File: config.mk
export PLATFORM = sky130hd
export DESIGN_NAME = cmp_pipe
export DESIGN_NICKNAME = d
export VERILOG_FILES = /design/src/rtl/cmp_pipe_pkg.sv /design/src/rtl/cmp_chunk.sv /design/src/rtl/cmp_pipe.sv
export SDC_FILE = /design/constraint.sdc
export NUM_CORES = 1
export LEC_CHECK = 0
export BUFFER_PORTS_ARGS = -buffer_cell sky130_fd_sc_hd__buf_2
export CAP_MARGIN = 0
export CORE_ASPECT_RATIO = 1.1
export CORE_MARGIN = 5
export CORE_UTILIZATION = 47
export CTS_CLUSTER_SIZE = 28
export DETAILED_ROUTE_END_ITERATION = 10
export GPL_ROUTABILITY_DRIVEN = 0
export HOLD_SLACK_MARGIN = 0.03
export PLACE_DENSITY = 0.77
export SYNTH_ARGS = -nofsm -noshare
export SYNTH_HDL_FRONTEND = slang
export SYNTH_SLANG_ARGS = --single-unit
File: constraint.sdc
create_clock -name CLK -period 3.3 [get_ports CLK]
set_clock_uncertainty 0.15 [all_clocks]
set_input_delay 0.495 -clock CLK [delete_from_list [all_inputs] [get_ports CLK]]
set_output_delay 0.495 -clock CLK [all_outputs]
set_load 0.05 [all_outputs]
File: src/rtl/cmp_pipe_pkg.sv
// cmp_pipe_pkg: constants shared by the pipelined comparator.
//   MODE_*       3-bit compare mode encodings seen on the mode port.
//   FLAG_*       bit positions inside the 4-bit {N,Z,C,V} flags bus.
//   num_stages() pipeline depth (and latency in cycles) for a WIDTH/CHUNK pair.
package cmp_pipe_pkg;

    localparam logic [2:0] MODE_UGE = 3'd0;
    localparam logic [2:0] MODE_ULT = 3'd1;
    localparam logic [2:0] MODE_UGT = 3'd2;
    localparam logic [2:0] MODE_ULE = 3'd3;
    localparam logic [2:0] MODE_EQ  = 3'd4;
    localparam logic [2:0] MODE_NE  = 3'd5;
    localparam logic [2:0] MODE_SGE = 3'd6;
    localparam logic [2:0] MODE_SLT = 3'd7;

    localparam int FLAG_N = 3;
    localparam int FLAG_Z = 2;
    localparam int FLAG_C = 1;
    localparam int FLAG_V = 0;

    // WIDTH is expected to be an exact multiple of CHUNK.
    function automatic int num_stages(input int width, input int chunk);
        return width / chunk;
    endfunction

endpackage

File: src/rtl/cmp_chunk.sv
// cmp_chunk: combinational CHUNK-bit slice of the subtract chain, a + ~b + cin.
//   i_a, i_b  operand slices
//   i_cin     carry into the slice (1 for the lowest slice)
//   o_diff    difference bits of the slice
//   o_cout    carry out of the slice (1 = no borrow)
//   o_zero    1 when every difference bit of the slice is 0
module cmp_chunk #(
    parameter int CHUNK = 2
) (
    input  logic [CHUNK-1:0] i_a,
    input  logic [CHUNK-1:0] i_b,
    input  logic             i_cin,
    output logic [CHUNK-1:0] o_diff,
    output logic             o_cout,
    output logic             o_zero
);

    logic [CHUNK:0] w_sum;

    assign w_sum  = {1'b0, i_a} + {1'b0, ~i_b} + {{CHUNK{1'b0}}, i_cin};
    assign o_diff = w_sum[CHUNK-1:0];
    assign o_cout = w_sum[CHUNK];
    assign o_zero = ~|w_sum[CHUNK-1:0];

endmodule

File: src/rtl/cmp_pipe.sv
// cmp_pipe: pipelined WIDTH-bit comparator with eight compare modes.
// I0 - I1 is evaluated CHUNK bits per stage; latency is WIDTH/CHUNK cycles.
//   CLK, RESET          clock; synchronous active-high reset
//   in_valid/in_ready   operand stream (I0, I1, mode)
//   out_valid/out_ready result stream (O, flags = {N,Z,C,V})
//
// Handshake: a beat moves on an edge where valid & ready are both 1. The
// whole pipeline advances together and only stalls when the last stage holds
// a result the consumer refuses, so in_ready mirrors that stall. Producers
// may raise valid without looking at ready; data must stay stable until the
// beat is taken.
module cmp_pipe
    import cmp_pipe_pkg::*;
#(
    parameter int WIDTH = 8,
    parameter int CHUNK = 2
) (
    input  logic             CLK,
    input  logic             RESET,
    input  logic             in_valid,
    output logic             in_ready,
    input  logic [WIDTH-1:0] I0,
    input  logic [WIDTH-1:0] I1,
    input  logic [2:0]       mode,
    output logic             out_valid,
    input  logic             out_ready,
    output logic             O,
    output logic [3:0]       flags
);

    localparam int STAGES = num_stages(WIDTH, CHUNK);
    localparam int LAST   = STAGES - 1;

    // Stage registers; index k holds the state after chunk k.
    // r_a/r_b keep the not-yet-consumed operand bits shifted down to bit 0;
    // r_d collects difference chunks from the top and ends fully aligned.
    logic             r_vld   [STAGES];
    logic [WIDTH-1:0] r_a     [STAGES];
    logic [WIDTH-1:0] r_b     [STAGES];
    logic [WIDTH-1:0] r_d     [STAGES];
    logic             r_c     [STAGES];
    logic             r_z     [STAGES];
    logic             r_a_msb [STAGES];
    logic             r_b_msb [STAGES];
    logic [2:0]       r_m     [STAGES];

    logic             w_nxt_vld   [STAGES];
    logic [WIDTH-1:0] w_nxt_a     [STAGES];
    logic [WIDTH-1:0] w_nxt_b     [STAGES];
    logic [WIDTH-1:0] w_nxt_d     [STAGES];
    logic             w_nxt_c     [STAGES];
    logic             w_nxt_z     [STAGES];
    logic             w_nxt_a_msb [STAGES];
    logic             w_nxt_b_msb [STAGES];
    logic [2:0]       w_nxt_m     [STAGES];

    logic w_adv;

    assign out_valid = r_vld[LAST];
    assign w_adv     = ~(out_valid & ~out_ready);
    // Reset empties the pipe, so the input side is ready while it is held.
    assign in_ready  = w_adv | RESET;

    for (genvar k = 0; k < STAGES; k++) begin : g_stage
        logic             w_src_vld;
        logic [WIDTH-1:0] w_src_a;
        logic [WIDTH-1:0] w_src_b;
        logic [WIDTH-1:0] w_src_d;
        logic             w_src_c;
        logic             w_src_z;
        logic             w_src_a_msb;
        logic             w_src_b_msb;
        logic [2:0]       w_src_m;
        logic [CHUNK-1:0] w_dch;
        logic             w_cout;
        logic             w_zch;

        if (k == 0) begin : g_first
            // Subtraction as I0 + ~I1 + 1: the lowest carry-in is a constant 1.
            assign w_src_vld   = in_valid;
            assign w_src_a     = I0;
            assign w_src_b     = I1;
            assign w_src_d     = '0;
            assign w_src_c     = 1'b1;
            assign w_src_z     = 1'b1;
            assign w_src_a_msb = I0[WIDTH-1];
            assign w_src_b_msb = I1[WIDTH-1];
            assign w_src_m     = mode;
        end else begin : g_next
            assign w_src_vld   = r_vld[k-1];
            assign w_src_a     = r_a[k-1];
            assign w_src_b     = r_b[k-1];
            assign w_src_d     = r_d[k-1];
            assign w_src_c     = r_c[k-1];
            assign w_src_z     = r_z[k-1];
            assign w_src_a_msb = r_a_msb[k-1];
            assign w_src_b_msb = r_b_msb[k-1];
            assign w_src_m     = r_m[k-1];
        end

        cmp_chunk #(.CHUNK(CHUNK)) u_chunk (
            .i_a    (w_src_a[CHUNK-1:0]),
            .i_b    (w_src_b[CHUNK-1:0]),
            .i_cin  (w_src_c),
            .o_diff (w_dch),
            .o_cout (w_cout),
            .o_zero (w_zch)
        );

        assign w_nxt_vld[k]   = w_src_vld;
        assign w_nxt_a[k]     = w_src_a >> CHUNK;
        assign w_nxt_b[k]     = w_src_b >> CHUNK;
        assign w_nxt_d[k]     = (w_src_d >> CHUNK) | (WIDTH'(w_dch) << (WIDTH - CHUNK));
        assign w_nxt_c[k]     = w_cout;
        assign w_nxt_z[k]     = w_src_z & w_zch;
        assign w_nxt_a_msb[k] = w_src_a_msb;
        assign w_nxt_b_msb[k] = w_src_b_msb;
        assign w_nxt_m[k]     = w_src_m;
    end

    always_ff @(posedge CLK) begin
        if (RESET) begin
            for (int k = 0; k < STAGES; k++) begin
                r_vld[k]   <= 1'b0;
                r_a[k]     <= '0;
                r_b[k]     <= '0;
                r_d[k]     <= '0;
                r_c[k]     <= 1'b0;
                r_z[k]     <= 1'b0;
                r_a_msb[k] <= 1'b0;
                r_b_msb[k] <= 1'b0;
                r_m[k]     <= '0;
            end
        end else if (w_adv) begin
            for (int k = 0; k < STAGES; k++) begin
                r_vld[k]   <= w_nxt_vld[k];
                r_a[k]     <= w_nxt_a[k];
                r_b[k]     <= w_nxt_b[k];
                r_d[k]     <= w_nxt_d[k];
                r_c[k]     <= w_nxt_c[k];
                r_z[k]     <= w_nxt_z[k];
                r_a_msb[k] <= w_nxt_a_msb[k];
                r_b_msb[k] <= w_nxt_b_msb[k];
                r_m[k]     <= w_nxt_m[k];
            end
        end
    end

    // Decode from the last stage only; holding that stage keeps O/flags steady.
    logic w_n, w_z, w_c, w_v;

    always_comb begin
        w_n = r_d[LAST][WIDTH-1];
        w_z = r_z[LAST];
        w_c = r_c[LAST];
        // Signed overflow: operand signs differ and the result sign left I0's.
        w_v = (r_a_msb[LAST] != r_b_msb[LAST]) & (r_d[LAST][WIDTH-1] != r_a_msb[LAST]);

        flags         = '0;
        flags[FLAG_N] = w_n;
        flags[FLAG_Z] = w_z;
        flags[FLAG_C] = w_c;
        flags[FLAG_V] = w_v;

        O = 1'b0;
        case (r_m[LAST])
            MODE_UGE: O = w_c;
            MODE_ULT: O = ~w_c;
            MODE_UGT: O = w_c & ~w_z;
            MODE_ULE: O = ~w_c | w_z;
            MODE_EQ:  O = w_z;
            MODE_NE:  O = ~w_z;
            MODE_SGE: O = (w_n == w_v);
            MODE_SLT: O = (w_n != w_v);
            default:  O = 1'b0;
        endcase
    end

endmodule

Word-level counts from Yosys, hierarchy flattened

Memories as Yosys holds them, arrays and structs flattened.
Index checks and enable logic that the tools add are counted.

Flip-flop bits (word level): 0
Bits in writable memories: 112
Bits of input ports: 23
Output and inout port bits: 7
Logic and storage cells: 134
Memories: 9

Add/subtract/negate cells: 8
Equality and inequality tests: 11
Muxes and demuxes: 42
Bitwise logic cells: 55
Reductions and logical operators: 9

Memories:

| memory          | words | bits a word | rd ports | clocked after Yosys merged registers in | write ports | RTL line       | source |
|---|---|---|---|---|---|---|---|
| r_d             | 4     | 8           | 4        | 0                                       | 4           | cmp_pipe.sv:40 | `logic [WIDTH-1:0] r_d [STAGES];` |
| r_a             | 4     | 6           | 3        | 0                                       | 4           | cmp_pipe.sv:38 | `logic [WIDTH-1:0] r_a [STAGES];` |
| r_b             | 4     | 6           | 3        | 0                                       | 4           | cmp_pipe.sv:39 | `logic [WIDTH-1:0] r_b [STAGES];` |
| r_m             | 4     | 3           | 4        | 0                                       | 4           | cmp_pipe.sv:45 | `logic [2:0] r_m [STAGES];` |
| r_a_msb         | 4     | 1           | 4        | 0                                       | 4           | cmp_pipe.sv:43 | `logic r_a_msb [STAGES];` |
| r_b_msb         | 4     | 1           | 4        | 0                                       | 4           | cmp_pipe.sv:44 | `logic r_b_msb [STAGES];` |
| 3 more memories | --    | --          | --       | --                                      | --          | --             |  |

Operator list:

| operator                                                         | number |
|---|---|
| 6-bit 2-to-1 mux                                                 | 8 |
| 1-bit OR                                                         | 38 |
| 8-bit 2-to-1 mux                                                 | 4 |
| 1-bit 2-to-1 mux                                                 | 25 |
| 6-bit by 8-bit OR with 8-bit output                              | 3 |
| 2-bit by 2-bit adder with 3-bit output                           | 4 |
| 3-bit == test (second input constant)                            | 4 |
| 3-bit 2-to-1 mux                                                 | 4 |
| 3-bit by 1-bit adder with 3-bit output                           | 3 |
| 2-bit inverter                                                   | 4 |
| 1-bit one-hot mux with 8 select lines                            | 1 |
| 2-bit OR reduction                                               | 4 |
| 1-bit bitwise AND                                                | 6 |
| 3-bit by 2-bit == test with 1-bit output (second input constant) | 2 |
| 1-bit logical NOT                                                | 4 |
| 1-bit inverter                                                   | 4 |
| 3-bit by 1-bit adder with 3-bit output (second input constant)   | 1 |
| 3-bit by 1-bit == test with 1-bit output (second input constant) | 1 |
| 3-bit logical NOT                                                | 1 |
| 1-bit != test                                                    | 3 |
| 1-bit == test                                                    | 1 |

Longest topological paths before layout

Gate-level depths: netlist (run 1).
An unclocked memory read counts as a cell.

Depth after elaboration: 8
Depth in mapped cells: 6
Gate-level depth less buffers: 6

Cells and area by module

From an unflattened synthesis (run 1), not the netlist that was laid out.

Cells, all modules: 147
Area, all modules: 2268.4 um^2

Modules (own cells, without submodules):

| module    | times used | cells each | area each (um^2) | sequential area each (um^2) |
|---|---|---|---|---|
| cmp_pipe  | 1          | 127        | 2063.2           | 1531.5 |
| cmp_chunk | 4          | 5          | 51.3             | 0.0 |

Least setup slack after synthesis (run 1)

Ideal clock, no wire load.

Path kind: register -> register
From: memory r_vld[3][0], in the netlist r_vld[0][3]
To: memory r_a[0][0] in the netlist's numbering, enable pin
Library setup time: 0.870 ns
Arrival time: 2.308 ns
Data required time: 2.280 ns
Slack: -0.027 ns
Stages on the path, launching flop included: 2
Buffers on the path: 0
Period minus slack after synthesis: 3.327 ns
Path through: edfxtp_1 -> nand3b_1

RTL lines:

| element            | RTL line       | source |
|---|---|---|
| start: declaration | cmp_pipe.sv:37 | `logic r_vld [STAGES];` |
| end: declaration   | cmp_pipe.sv:38 |  |

==> results.md, run 1 <==
- Synth top area share: 70.4%
- Worst Tran Pin Value: 0.602 ns
- IO Count: 30
- Sequential area share after synthesis: 70.4%
- Async set-reset flop share out of synthesis: 0%
- Slew Limit Fails: 0
- Worst Hold Class: input port to flip-flop
- 1st-iter DRT viols: 54
- Mux cell area share after synthesis: 0%
- Initial core utilization: 47.8%
- Max VDD drop: 0.320 mV
- Final HPWL DP: 2010 µm
- Post-DRT Antenna Nets: 0
- Setup_tns: 0 ns
- Slew headroom: 59.9%
- Row count: 26
- Post-synth cell types: 21
- DRT Pass-1 Iters: 4
- Min Hold Slack: 0.329 ns
- Synth area leader: edfxtp_1
- DRC: 0
- CTS sink cnt: 51
- Core area: 4550 µm²
- Hold_buf cts: 0
- Static Leak: 1.03 nW
- MaxCap Viol Count: 0
- Syn_nets: 174
- Pin count of the biggest net entering global routing: 52
- Antenna violations before repair: 0
- Achievable frequency: 420 MHz
- Vias: 1098
- Clk buf depth: 2
- Synth Area in XOR/XNOR: 0.403%
- Top_reg_cell synth: edfxtp_1
- Unrepaired setup endpoints after global routing: no
- Combinational family with the most area after synthesis: simple AND/OR/NAND/NOR gates
- Status: finished clean
- Non-Filler Instances: 230
- Layout fillers: 370
- Fin. Hold Viols: 0
- NumNets Final: 205
- WS Path Type: flip-flop to output pin
- Clk slew on worst S/H paths: 0.08 ns
- Synth top cells by count: 51 x edfxtp_1, 44 x and2_1, 12 x inv_1
- Buffers added on ports: 29
- Clock root cell: clkbuf_8
- Global-route wire length before repair: 4700 µm
- Die Height: 81.4 µm
- Layout Area Growth over Synthesis: 12.4%
- Power per cell area: 486 nW/µm²
- DR vias/cell: 4.77
- ANT cells: 0
- Gr ovfl total: 0
- Post-synth EDFFs: 51
- Area contributors post-synth: edfxtp_1 70%, and2_1 13%, fa_1 6.4%
- FF+latch count, synth: 51
- Ys Warns: 0
- Drt wl/cell: 12.4 µm
- WL final: 2850 µm
- Post_cts resized: 0
- Number of global-route vias before repair: 1139
- Compound-Gate Fraction of Synth Area: 1.67%
- Synth Area in Adders: 7.53%
- Critical Path End Type: output pin
- Placed Instances: 223
- Final instance area: 2450 µm²
- Postcts setup bufs: 0
- Layout cells sized above 1: 22.4%
- Crit path max fanout: 4
- Crit path DAT: 1.73 ns
- Avg Inst Size Synth: 15.2 µm²
- Area share of and/or/nand/nor cells after synthesis: 16.2%
- Critical path startpoint category: flip-flop
- Clock Latency Late Sink: 0.29 ns
- Minimum clock period after layout: 2.38 ns
- H-Tree Depth: 2
- Synthesized area: 2180 µm²
- Syn Inst Count: 143
- DIE WIDTH: 74.9 µm
- Die ar.: 6090 µm²
- TritonCTS clock tree: yes
- Req. time, crit path: 2.65 ns
- Most frequent cell after synthesis: edfxtp_1
- Post-Place Cell Area: 2370 µm²
- GRT Overall Usage: 10.5%
- Period utilisation layout: 72.1%
- Final setup viols: 0
- Inserted Clock Buffers: 5
## routing by layer
metal  GRT usage (%)  up-vias  wire [µm]
met5               0        -          0
met4            4.27        0         27
met3            2.72        4        188
met2            20.8       30       1610
met1            9.75      525       1020
li1                -      539          -
## layout by cell type (no fill, tap or decap), types with 2 or more instances in the layout
cell | Yosys | routed
nor4b_1 | 2 | 2
buf_2 | 0 | 29
and2_1 | 44 | 44
buf_4 | 3 | 2
nand2_1 | 3 | 3
clkbuf_8 | 0 | 5
inv_1 | 12 | 12
edfxtp_1 | 51 | 51
nor2_1 | 4 | 4
fa_1 | 7 | 7
nand3b_1 | 2 | 2
## cell type report
type	count	area, µm²	area share [%]
tap	56	70.1	2.86
clock inverter	2	8.76	0.358
sequential	51	1530	62.6
inverter	12	45.0	1.84
multi-input combinational	73	562	23.0
clock buffer	5	68.8	2.81
timing repair buffer	31	160	6.55
## cell families (layout without fill, tap and decap cells)
kind of cell | count (synthesis) | in the layout
and+or+nand+nor | 58 | 58
DFF | 51 | 51
AOI/OAI and AO/OA | 5 | 5
xor gates and xnor gates | 1 | 1
adders and majority gates | 9 | 9
buffers and inverters | 19 | 50
## sequential cells by signal (all words and copies together), names as in the netlist
register  cells
r_a          11
r_a_msb       2
r_b          12
r_b_msb       1
r_c           4
r_d           1
r_m          12
r_vld         4
r_z           4
## final timing paths
check	startpoint	end	slack [ns]	cells after the start
worst max-delay path	r_d[3][7]	O	0.92	4
worst min-delay path	mode[2]	r_m[0][2]	0.33	2
worst min register to register	r_a[0][9]	r_a_msb[2]	0.37	1
worst max register to register	r_c[1]	r_z[2]	1.28	3
## per-stage QoR
stage / total power, W / worst slack, ns / util (%)
2_1_floorplan: 0.000855 / 0.000425 / -
3_3_place_gp: 0.000879 / 1.34 / 52.0
3_5_place_dp: 0.000891 / 1.22 / 52.0
4_1_cts: 0.00120 / 0.899 / 53.7
5_1_grt: 0.00124 / 0.846 / 53.7
6_report: 0.00119 / 0.921 / 53.7
## power by group
group | switching (W) | internal (W)
Sequential | 0.0000140 | 0.000748
Clock | 0.000174 | 0.000141
Combinational | 0.0000646 | 0.0000465
## worst max-delay path, stage by stage, from the launching register on
cell and delay, ns:
edfxtp_1 0.44, maj3_2 0.31, a31oi_1 0.25, xor2_1 0.17, buf_2 0.28
Power figures use the tool's default switching activity.
==> run 2: changes to the inputs <==
- PLACE_DENSITY: 0.77 -> 0.8
- clock period: 3.3 -> 2.1 ns (I/O delays scaled with it)
==> run 2 against run 1 <==
Compared with the run above:
- combinational power increased by 82%
- largest power group unchanged
- largest cell class unchanged
- global-route usage increased by 0.24 points
- sequential power grew 57%
- wire length decreased by 1.9%
==> results.md, run 2 (synthesized netlist as in run 1, its figures left out) <==
- WL final: 2790 µm (-1.9%)
- 1st-iter DRT viols: 32 (-41%)
- Slowest cell delay on critical path: 0.39 ns (-0.05 ns)
- H-Tree Depth: 2 (unchanged)
- Worst path cell trace: inv_2 -> maj3_2 -> a31oi_4 -> xor2_4 -> buf_6
- Layout Area Growth over Synthesis: 17.5%
- Post-DRT Antenna Nets: 0 (unchanged)
- Overall Power: 0.00192 W (+62%)
- Worst Hold Class: input port to flip-flop
- Crit Reg-Reg Endpoint: r_z[1]
- Achievable frequency: 485 MHz
- Clk slew on worst S/H paths: 0.09 ns (about the same)
- TritonCTS clock tree: yes
- Max VDD drop: 0.450 mV (+40%)
- Crit path max fanout: 3 (-1)
- Power per cell area: 752 nW/µm² (+55%)
- Die ar.: 6090 µm² (unchanged)
- Global-route wire length before repair: 4750 µm (+1.0%)
- Clock Latency Late Sink: 0.29 ns (about the same)
- Placed Instances: 226 (+1.3%)
- DIE WIDTH: 74.9 µm (unchanged)
- Hold path depth: 2 (unchanged)
- RR Startpoint: r_c[0]
- Slew Limit Fails: 0 (unchanged)
- DRT Pass-1 Iters: 3 (-1)
- Crit path DAT: 1.60 ns (-0.13 ns)
- Layout cells sized above 1: 28.7% (+6.3 points)
- Clk buf depth: 2 (unchanged)
- MaxCap Viol Count: 0 (unchanged)
- Critical path startpoint category: flip-flop
- Vias: 1098 (unchanged)
- Period utilisation layout: 98.2%
- Registers with the most flip-flops: r_b (12), r_m (12), r_a (11)
- R2r worst-path depth: 3 (unchanged)
- CTS sink cnt: 51 (unchanged)
- WS Path Type: flip-flop to output pin
- Final HPWL DP: 2030 µm (+1.3%)
- Clock root cell: clkbuf_8
- Unrepaired setup endpoints after global routing: yes
- Row count: 26 (unchanged)
- Core area: 4550 µm² (unchanged)
- Pin count of the biggest net entering global routing: 45 (-13%)
- Post-Place Cell Area: 2420 µm² (+2.4%)
- IO Count: 30 (unchanged)
- Worst reg2reg setup slack: 0.10 ns (-1.18 ns)
- DRC: 0 (unchanged)
- Status: finished clean
- Commonest non-fill, non-tap cells in the layout: 51 x edfxtp_1, 44 x and2_1, 28 x buf_2, 11 x inv_1, 8 x buf_4
- Req. time, crit path: 1.63 ns (-1.02 ns)
- Fin. Hold Viols: 0 (unchanged)
- Hold_buf cts: 0 (unchanged)
- Commonest non-fill, non-tap cell in the layout: edfxtp_1
- Static Leak: 1.06 nW (+3.3%)
- Critical Path End Type: output pin
- Slew headroom: 80.4% (+20 points)
- ANT cells: 0 (unchanged)
- GRT Overall Usage: 10.7% (+0.24 points)
- Fin util: 56.2% (+2.4 points)
- Minimum clock period after layout: 2.06 ns
- Drt wl/cell: 11.8 µm (-4.8%)
- Inserted Clock Buffers: 5 (unchanged)
- Buffers added on ports: 29 (unchanged)
- Antenna violations before repair: 0 (unchanged)
- Die Height: 81.4 µm (unchanged)
- Setup slack after layout: 0.0379 ns (-0.883 ns)
- Hold Path Origin: I1[2]
- Number of global-route vias before repair: 1157 (+1.6%)
- Worst slack at placement: 0.101 ns (-1.12 ns)
- Hold EP: r_b[0][0]
- Non-Filler Instances: 237 (+3.0%)
- NumNets Final: 211 (+2.9%)
- Slowest-stage cell, CP: edfxtp_1
- Final instance area: 2560 µm² (+4.6%)
- Final setup viols: 0 (unchanged)
- DR vias/cell: 4.63 (-3.0%)
- Worst Tran Pin Value: 0.295 ns (-0.307 ns)
- Initial core utilization: 47.8% (unchanged)
- Gr ovfl total: 0 (unchanged)
run 2: worst max-delay path, delay by kind of cell (launching register included):
family / cells / cell delay, ns
buffers and inverters: 2 / 0.22
DFF: 1 / 0.39
adders and majority gates: 1 / 0.32
AOI/OAI and AO/OA: 1 / 0.21
xor gates and xnor gates: 1 / 0.16
run 2: how the worst max path moves through the flow:
stage	start	to	cells after the start
2_1_floorplan	r_vld[0][3]	r_a[0][0]	1
3_3_place_gp	r_c[0]	r_z[1]	3
3_5_place_dp	r_c[1]	r_z[2]	3
4_1_cts	r_b_msb[3]	O	5
5_1_grt	r_a_msb[3]	O	4
6_report	r_b_msb[3]	O	5
run 2: area by class of cell:
cell class              instances  area (µm²)
well taps                      56        70.1
clock inverters                 2        12.5
multi-input cells              73         614
clock buffers                   6        72.6
flip-flops and latches         51        1530
inverters                      12        45.0
repair buffers                 37         211
fillers                       365        2000
run 2: routing by layer:
layer	wire length, µm	global-route usage (%)
met5	0	0
met1	1000	10.7
met4	39	4.27
met2	1560	19.9
met3	196	3.84
run 2: what timing repair did:
item / CTS / global route
pin swaps: 1 / 0
buffers inserted: 1 / 2
resized for setup: 2 / 4
hold endpoints to repair: 0 / 0
setup endpoints to repair: 1 / 3
run 2: metrics by stage:
| stage | hold WS (ns) | TNS, ns |
|---|---|---|
| finish | 0.141 | 0 |
| global route | 0.126 | -0.0541 |
| CTS | 0.127 | 0 |
| detailed placement | 0.353 | 0 |
| global placement | 0.351 | 0 |
| floorplan | 0.347 | -61.82 |
run 2: power breakdown:
part	switching, W	internal [W]	total [W]	leakage (nW)
Combinational	0.000111	0.0000907	0.000202	0.417
Clock	0.000289	0.000233	0.000522	0.0412
Sequential	0.0000222	0.00118	0.00120	0.605
